File: config.mk
export PLATFORM = sky130hd
export DESIGN_NAME = muldiv
export DESIGN_NICKNAME = d
export VERILOG_FILES = /design/src/rtl/muldiv_pkg.sv /design/src/rtl/muldiv.sv
export SDC_FILE = /design/constraint.sdc
export NUM_CORES = 1
export LEC_CHECK = 0
export ABC_CLOCK_PERIOD_IN_PS = 3000
export CORE_ASPECT_RATIO = 0.6
export CORE_MARGIN = 3
export CORE_UTILIZATION = 51
export CTS_CLUSTER_SIZE = 20
export DETAILED_ROUTE_END_ITERATION = 16
export HOLD_SLACK_MARGIN = 0.02
export PLACE_DENSITY = 0.77
export SYNTH_ARGS = -nofsm -noshare
export SYNTH_HDL_FRONTEND = slang
export SYNTH_SLANG_ARGS = --single-unit
File: constraint.sdc
create_clock -name clk -period 3 [get_ports clk]
set_input_delay 0.9 -clock clk [delete_from_list [all_inputs] [get_ports clk]]
set_output_delay 0.9 -clock clk [all_outputs]
set_load 0.05 [all_outputs]
File: src/rtl/muldiv_pkg.sv
`default_nettype none
// ============================================================================
// Module      : muldiv_pkg
// Description : Shared definitions for the multiply/divide unit. Holds the
//               MDU_OP_* operation encodings, the FSM state type and small
//               opcode-classification helpers.
// Revision    : 1.0 - initial release
// ============================================================================
package muldiv_pkg;

    // Multiply/divide unit operation codes
    localparam logic [2:0] MDU_OP_MULT  = 3'd0;
    localparam logic [2:0] MDU_OP_MULTU = 3'd1;
    localparam logic [2:0] MDU_OP_DIV   = 3'd2;
    localparam logic [2:0] MDU_OP_DIVU  = 3'd3;
    localparam logic [2:0] MDU_OP_MTHI  = 3'd4;
    localparam logic [2:0] MDU_OP_MTLO  = 3'd5;

    typedef enum logic [1:0] {
        IDLE = 2'd0,
        CALC = 2'd1,
        FIN  = 2'd2
    } mdu_state_t;

    // Any encoding above MTLO is not an operation
    function automatic logic mdu_op_valid(input logic [2:0] op);
        return (op <= MDU_OP_MTLO);
    endfunction

    // Operations that run through the iterative datapath
    function automatic logic mdu_op_iter(input logic [2:0] op);
        return (op <= MDU_OP_DIVU);
    endfunction

    function automatic logic mdu_op_signed(input logic [2:0] op);
        return (op == MDU_OP_MULT) || (op == MDU_OP_DIV);
    endfunction

    function automatic logic mdu_op_div(input logic [2:0] op);
        return (op == MDU_OP_DIV) || (op == MDU_OP_DIVU);
    endfunction

endpackage
`default_nettype wire

File: src/rtl/muldiv.sv
`default_nettype none
// ============================================================================
// Module      : muldiv
// Description : Iterative HI/LO multiply/divide unit. Radix-2, one step per
//               cycle over a shared 2*WORD_SIZE+1-bit shift register and a
//               single WORD_SIZE+1-bit adder/subtractor. Signed operations
//               iterate on magnitudes and are sign-corrected in FIN.
//               Build option: define MULDIV_DIV_EN to include the divider;
//               without it DIV/DIVU complete with div_zero set and leave
//               HI/LO untouched.
// Revision    : 1.0 - initial release
// ============================================================================
module muldiv
    import muldiv_pkg::*;
#(
    parameter int WORD_SIZE = 32
) (
    input  logic                 clk,
    input  logic                 rst_n,
    input  logic                 start,
    input  logic [2:0]           op,
    input  logic [WORD_SIZE-1:0] a,
    input  logic [WORD_SIZE-1:0] b,
    output logic                 busy,
    output logic                 done,
    output logic                 div_zero,
    output logic [WORD_SIZE-1:0] hi,
    output logic [WORD_SIZE-1:0] lo
);

    localparam int c_W     = WORD_SIZE;
    localparam int c_CNT_W = $clog2(WORD_SIZE);

    mdu_state_t           r_state, w_next_state;
    logic [c_CNT_W-1:0]   r_cnt;
    logic [2*c_W:0]       r_acc, w_acc_step;
    logic [c_W-1:0]       r_b, r_hi, r_lo;
    logic [c_W-1:0]       w_a_mag, w_b_mag, w_fin_hi, w_fin_lo;
    logic [2*c_W-1:0]     w_prod;
    logic [c_W:0]         w_add_x, w_sum;
    logic [2:0]           r_op;
    logic                 r_neg_q, r_done, r_div_zero;
    logic                 w_accept, w_a_neg, w_b_neg, w_r_div, w_fin_wr, w_fin_dz;
`ifdef MULDIV_DIV_EN
    logic [c_W-1:0]       r_a;
    logic                 r_neg_r, r_b_zero;
`endif

    assign w_accept = start && (r_state == IDLE);
    assign w_a_neg  = mdu_op_signed(op) && a[c_W-1];
    assign w_b_neg  = mdu_op_signed(op) && b[c_W-1];
    assign w_a_mag  = w_a_neg ? -a : a;
    assign w_b_mag  = w_b_neg ? -b : b;
    assign w_r_div  = mdu_op_div(r_op);

    assign busy     = (r_state != IDLE);
    assign done     = r_done;
    assign div_zero = r_div_zero;
    assign hi       = r_hi;
    assign lo       = r_lo;

    // State register
    always_ff @(posedge clk or negedge rst_n) begin
        if (!rst_n) r_state <= IDLE;
        else        r_state <= w_next_state;
    end

    // Next-state: iterative ops run CALC for WORD_SIZE cycles, then one FIN cycle
    always_comb begin
        w_next_state = r_state;
        case (r_state)
            IDLE:    if (w_accept && mdu_op_iter(op)) w_next_state = CALC;
            CALC:    if (r_cnt == '0) w_next_state = FIN;
            FIN:     w_next_state = IDLE;
            default: w_next_state = IDLE;
        endcase
    end

    // Shared adder/subtractor and one radix-2 step of the shift register.
    // Multiply: add multiplicand to the upper half when the LSB is set, shift right.
    // Divide: shift left, trial-subtract the divisor, keep it if non-negative.
    always_comb begin
`ifdef MULDIV_DIV_EN
        w_add_x = w_r_div ? r_acc[2*c_W-1:c_W-1] : {1'b0, r_acc[2*c_W-1:c_W]};
        w_sum   = w_r_div ? (w_add_x - {1'b0, r_b}) : (w_add_x + {1'b0, r_b});
        if (w_r_div)
            w_acc_step = w_sum[c_W] ? {r_acc[2*c_W-1:0], 1'b0}
                                    : {w_sum, r_acc[c_W-2:0], 1'b1};
        else
            w_acc_step = r_acc[0] ? {1'b0, w_sum, r_acc[c_W-1:1]}
                                  : {1'b0, r_acc[2*c_W:1]};
`else
        w_add_x    = {1'b0, r_acc[2*c_W-1:c_W]};
        w_sum      = w_add_x + {1'b0, r_b};
        w_acc_step = r_acc[0] ? {1'b0, w_sum, r_acc[c_W-1:1]}
                              : {1'b0, r_acc[2*c_W:1]};
`endif
    end

    // Operand capture at acceptance and iteration in CALC
    always_ff @(posedge clk or negedge rst_n) begin
        if (!rst_n) begin
            r_acc    <= '0;
            r_cnt    <= '0;
            r_b      <= '0;
            r_op     <= '0;
            r_neg_q  <= 1'b0;
`ifdef MULDIV_DIV_EN
            r_a      <= '0;
            r_neg_r  <= 1'b0;
            r_b_zero <= 1'b0;
`endif
        end else if (w_accept && mdu_op_iter(op)) begin
            r_acc    <= {{(c_W+1){1'b0}}, w_a_mag};
            r_cnt    <= c_CNT_W'(WORD_SIZE - 1);
            r_b      <= w_b_mag;
            r_op     <= op;
            r_neg_q  <= w_a_neg ^ w_b_neg;
`ifdef MULDIV_DIV_EN
            r_a      <= a;
            r_neg_r  <= w_a_neg;
            r_b_zero <= (b == '0);
`endif
        end else if (r_state == CALC) begin
            r_acc <= w_acc_step;
            r_cnt <= r_cnt - 1'b1;
        end
    end

    // Sign correction and final HI/LO values presented during FIN
    always_comb begin
        w_fin_hi = r_hi;
        w_fin_lo = r_lo;
        w_fin_wr = 1'b0;
        w_fin_dz = 1'b0;
        w_prod   = r_neg_q ? -r_acc[2*c_W-1:0] : r_acc[2*c_W-1:0];
        if (!w_r_div) begin
            w_fin_wr = 1'b1;
            w_fin_hi = w_prod[2*c_W-1:c_W];
            w_fin_lo = w_prod[c_W-1:0];
        end else begin
`ifdef MULDIV_DIV_EN
            w_fin_wr = 1'b1;
            if (r_b_zero) begin
                w_fin_hi = r_a;
                w_fin_lo = '1;
                w_fin_dz = 1'b1;
            end else begin
                w_fin_lo = r_neg_q ? -r_acc[c_W-1:0] : r_acc[c_W-1:0];
                w_fin_hi = r_neg_r ? -r_acc[2*c_W-1:c_W] : r_acc[2*c_W-1:c_W];
            end
`else
            w_fin_dz = 1'b1;
`endif
        end
    end

    // HI/LO: direct moves at acceptance, results only on the FIN->IDLE edge
    always_ff @(posedge clk or negedge rst_n) begin
        if (!rst_n) begin
            r_hi <= '0;
            r_lo <= '0;
        end else if (w_accept && (op == MDU_OP_MTHI)) begin
            r_hi <= a;
        end else if (w_accept && (op == MDU_OP_MTLO)) begin
            r_lo <= a;
        end else if ((r_state == FIN) && w_fin_wr) begin
            r_hi <= w_fin_hi;
            r_lo <= w_fin_lo;
        end
    end

    // One-cycle completion pulse with its divide-by-zero qualifier
    always_ff @(posedge clk or negedge rst_n) begin
        if (!rst_n) begin
            r_done     <= 1'b0;
            r_div_zero <= 1'b0;
        end else begin
            r_done     <= (r_state == FIN);
            r_div_zero <= (r_state == FIN) && w_fin_dz;
        end
    end

`ifndef SYNTHESIS
    // Flag an undefined opcode presented with an accepted request
    always_ff @(posedge clk) begin
        if (rst_n && w_accept && !mdu_op_valid(op))
            $display("muldiv: invalid op %0d ignored at time %0t", op, $time);
    end
`endif

endmodule
`default_nettype wire

Word-level counts from Yosys, hierarchy flattened

Index checks and enable logic that the tools add are counted.

Register bits: 174
Input port bits: 70
Logic and storage cells: 70

$add $sub $neg: 5
$lt $le $gt $ge: 1
Equal/unequal tests: 12
Mux-type cells: 20
Bitwise operators: 2
Reductions and logical operators: 20

Operator list:

| cell                | count |
|---|---|
| $mux 32             | 9 |
| $mux 65             | 2 |
| $mux 64             | 2 |
| $neg 32->32         | 2 |
| $neg 64->64         | 1 |
| $add 32x32->33      | 1 |
| $mux 5              | 2 |
| $eq 3x2->1 const B  | 3 |
| $logic_and 1x1->1   | 8 |
| $reduce_bool 2->1   | 4 |
| $eq 3x3->1 const B  | 2 |
| $ne 2x1->1 const B  | 3 |
| $reduce_and 3->1    | 2 |
| $logic_not 5->1     | 1 |
| $sub 5x1->5 const B | 1 |
| $mux 2              | 2 |
| $ne 2x2->1 const B  | 2 |
| $pmux 2 s2          | 1 |
| $le 3x2->1 const B  | 1 |
| $logic_not 3->1     | 1 |
| $eq 2x1->1 const B  | 1 |
| $eq 2x2->1 const B  | 1 |
| $logic_not 2->1     | 1 |
| $logic_or 1x1->1    | 2 |
| 4 further kinds     | 5 |

Depth between registers and ports, before layout

Depth after elaboration: 7
Mapped depth: 12
Mapped depth without buffers: 10

Worst setup path after synthesis

Ideal clock, no wire load.

Path kind: register to register
From: register r_acc[0]
To: register r_lo[26], in the netlist lo[26]
Setup time: 82 ps
Data arrival time: 2969 ps
Slack: -50 ps
Cell stages (with the launch flop): 13
Path buffers: 3
Clock period less this slack: 3050 ps
Cells stage by stage: dfrtp_1 > clkbuf_1 > inv_1 > clkbuf_1 > ha_1 > or3b_1 > clkbuf_1 > or3_1 > or4_4 > o21ai_1 > xnor2_1 > nor2_1 > a31oi_1

Cells in the longest elaborated chain, start to end: 5

Ends and longest elaborated chain:

| what                   | RTL line      | text |
|---|---|---|
| start, declared        | muldiv.sv:36  | `logic [2*c_W:0] r_acc, w_acc_step;` |
| start signal, assigned | muldiv.sv:114 | `r_acc <= {{(c_W+1){1'b0}}, w_a_mag};` |
| start signal, assigned | muldiv.sv:125 | `r_acc <= w_acc_step;` |
| $neg 64->64            | muldiv.sv:136 | `w_prod = r_neg_q ? -r_acc[2*c_W-1:0] : r_acc[2*c_W-1:0];` |
| $mux 64                | muldiv.sv:136 |  |
| $mux 32                | muldiv.sv:137 | `if (!w_r_div) begin` |
| $mux 32                | muldiv.sv:167 | `end else if ((r_state == FIN) && w_fin_wr) begin` |
| $mux 32                | muldiv.sv:165 | `end else if (w_accept && (op == MDU_OP_MTLO)) begin` |
| end signal, assigned   | muldiv.sv:169 | `r_lo <= w_fin_lo;` |
| end, declared          | muldiv.sv:37  | `logic [c_W-1:0] r_b, r_hi, r_lo;` |

No other way between the ends. The select of a mux whose other input is x is not followed.
A chain may end at the register's enable or synchronous reset.

Worst setup path in the final report

From: register r_acc[4]
To: register r_lo[26], in the netlist lo[26]

The elaborated chain is that of the path after synthesis.

==> results.md <==
- Outcome: finished clean
- Post-synth top area share: 37.6%
- Synth warn: 0
- Synthesized area: 11,500 sq um
- Slowest CP cell: or4_4
- Switching component of the power: 6.36 mW
- Async SR Flop Fraction: 100%
- Sw Share: 45.1%
- EDFF count, synth: 0
- Util after Layout: 68.6%
- Final Hold Fails: 0
- Latest clock arrival within the worst-skew pair: 440 ps
- Final std cells w/o fill: 1,852
- Post-synth cell types: 74
- Antenna Violating Nets Remaining: 0
- Synth area leaders: dfrtp_1 (38%), o21ai_0 (6.7%), xnor2_1 (5.5%)
- Post-CTS setup buffers: 0
- Area of the multi-input gates: 6790 sq um
- CTS tree: done
- Root Driver: clkbuf_16
- First-pass GRT wire length: 59,800 um
- Critical-path maximum fanout: 4
- CP most frequent cell: or3_1
- Layout area overhead: 29.0%
- Initial drt markers: 1,256
- Slew Limit Fails: 0
- Relative slew margins: 28.7%
- # DRC: 0
- Max Cap Violations: 0
- Yosys top cell by area: dfrtp_1
- Sequential group share of total power: 28.1%
- Min Tclk post-route: 2950 ps
- Vias in the first global route: 11,086
- HPWL Detailed: 28,000 um
- Tot Pwr: 14.1 mW
- Storage element area: 4300 sq um
- Aggregate global routing overflow: 0
- Flops & latches, synth: 172
- Crit path kind: reg2reg
- NumNets Final: 1,667
- Syn_area_per_cell: 8.54 sq um
- Crit path required time: 3350 ps
- Clock Sinks: 172
- Stages on worst setup path: 8
- TNS Setup: 0 ps
- Die width: 200 um
- Clock Skews: 11.1 ps
- Worst reg-to-reg path cell count: 8
- Die footprint: 24,400 sq um
- Die height: 122 um
- Rows: 41
- Syn Inst Count: 1,342
- Crit path max-delay family: simple AND/OR/NAND/NOR gates
- H-tree depth: 4
- Sequential element share of the synthesized area: 37.6%
- DR vias: 11,701
- Number of primary I/O pins: 137
- DP Cell Count: 1,819
- Core box area: 21,500 sq um
- Initial antenna violation count: 0
- Drt via density: 6.32
- Internal: 7.75 mW
- Critical Path Start Type: register
- CTS Buf Count: 17
- Max stage delay on crit path: 520 ps
- Commonest cells in the synthesized netlist: dfrtp_1 (172), o21ai_0 (154), nand2_1 (138)
- Worst IR Drop VDD: 0.000592 V
- Worst Path Arrival: 3310 ps
- Crit path cell chain: or3_1 -> or3b_1 -> or3_1 -> or4_4 -> o21ai_1 -> xnor2_1 -> nor2_1 -> a31oi_1
- Hold Crit Class: in2async
- Clk network pwr share: 16.8%
- Synthesized Nets: 1,450
- Pin count of the biggest net entering global routing: 67
- Share of cells above drive strength 1: 14.5%
- Pwr dens: 955 nW/um^2
- Total track usage: 31.1%
- RePlAce Congestion: 0.921
- Clock tree buffer depth: 2
- Drt total wl: 37,800 um
- Top-count cell post-synth: dfrtp_1
- Drt pass-1 iters: 9
- I/O Buffers: 136
- Fmax: 339 MHz
- Wire per inst: 20.4 um
- Bufs and invs on worst path: 0
- Worst Tran Pin Value: 1070 ps
- Initial cell density of the core: 53.2%
- Setup Viol. Count Final: 0
- Filler cell count: 1,674
- Crit path capture type: register
- Synth Flop Type: dfrtp_1
- Reg clk slew, reported paths: 70 ps
- Leakage power: 6.29 nW
- Comb power frac: 55.1%
- Final period util: 98.4%
cell families (layout without fill, tap and decap cells):
kind of cell               after synthesis  count (layout)  share of synthesized area (%)
AOI/OAI and AO/OA                      465             465                           25.3
and+or+nand+nor                        389             389                           16.6
DFF                                    172             172                           37.6
xor gates and xnor gates               135             135                           10.3
buffers and inverters                  119             349                           3.92
adders and majority gates               38              38                           4.22
muxes                                   24              24                           2.10
other                                    0               1                              0
what timing repair did:
action | CTS | global route
pin swaps | 0 | 3
hold buffers | 0 | 0
resized for setup | 1 | 14
gates cloned | 0 | 0
setup endpoints to repair | 1 | 19
worst reg2reg max path: cells and delay by family, from the launching register on:
family	cells	cell delay, ps
AOI/OAI and AO/OA	2	330
DFF	1	420
and+or+nand+nor	5	1990
xor gates and xnor gates	1	130
final timing paths:
path	startpoint	slack (ps)	to
worst max-delay path	r_acc[4]	50	lo[26]
worst min-delay path	rst_n	480	lo[24]
worst max register to register	r_acc[4]	50	lo[26]
worst min register to register	r_b[4]	490	r_b[4]
max in group asynchronous	rst_n	1810	r_b[2]
min in group clk	r_b[4]	490	r_b[4]
flip-flops by register name, indices dropped and copies added, names as in the netlist:
name,cells
r_op,2
r_b,32
div_zero,1
done,1
r_cnt,5
r_acc,64
r_state,2
r_neg_q,1
hi,32
lo,32
per-layer routing:
metal	up-vias	track usage (%)	wire length [um]
met5	-	0	0
met1	5633	46.5	16800
li1	5345	-	-
met4	0	6.23	458
met2	672	45.0	16100
met3	51	9.26	4450
per-stage QoR:
stage	area, sq um	hold slack (ps)	setup slack, ps
floorplan	11500	450	63.9
global placement	14100	472	-322
detailed placement	14100	483	-345
CTS	14700	494	42.3
global route	14800	516	-11.9
finish	14800	475	46.9
final cells by class:
| cell class | count | area share (%) |
|---|---|---|
| clock inverter | 9 | 0.906 |
| inverter | 28 | 0.711 |
| clock buffer | 23 | 3.30 |
| sequential | 172 | 29.1 |
| antenna | 1 | 0.0169 |
| tap | 279 | 2.36 |
| multi-input combinational | 1051 | 45.9 |
| timing repair buffer | 289 | 17.7 |
power groups by stage:
stage                     Clock, mW  Combinational [mW]  Sequential, mW
after floorplan                   0                4.42            4.50
after global placement            0                7.35            3.93
after detailed placement          0                7.55            3.95
after CTS                      2.39                7.63            3.93
after global routing           2.49                8.48            4.05
final                          2.37                7.78            3.96
placed cells by master, fill, tap and decap left out, types with 17 or more instances in the layout:
| cell type | n |
|---|---|
| a31oi_1 | 32 |
| nand2_1 | 136 |
| clkbuf_16 | 17 |
| nor3_1 | 20 |
| o31ai_1 | 25 |
| ha_1 | 37 |
| a22oi_1 | 51 |
| o21ai_0 | 153 |
| nand3_1 | 24 |
| inv_1 | 26 |
| nor2_1 | 93 |
| dfrtp_1 | 172 |
| xnor2_1 | 72 |
| a21oi_1 | 94 |
| xor2_1 | 63 |
| buf_4 | 145 |
| mux2i_1 | 24 |
| clkdlybuf4s50_1 | 135 |
| a21o_1 | 21 |
Power figures use the tool's default switching activity.
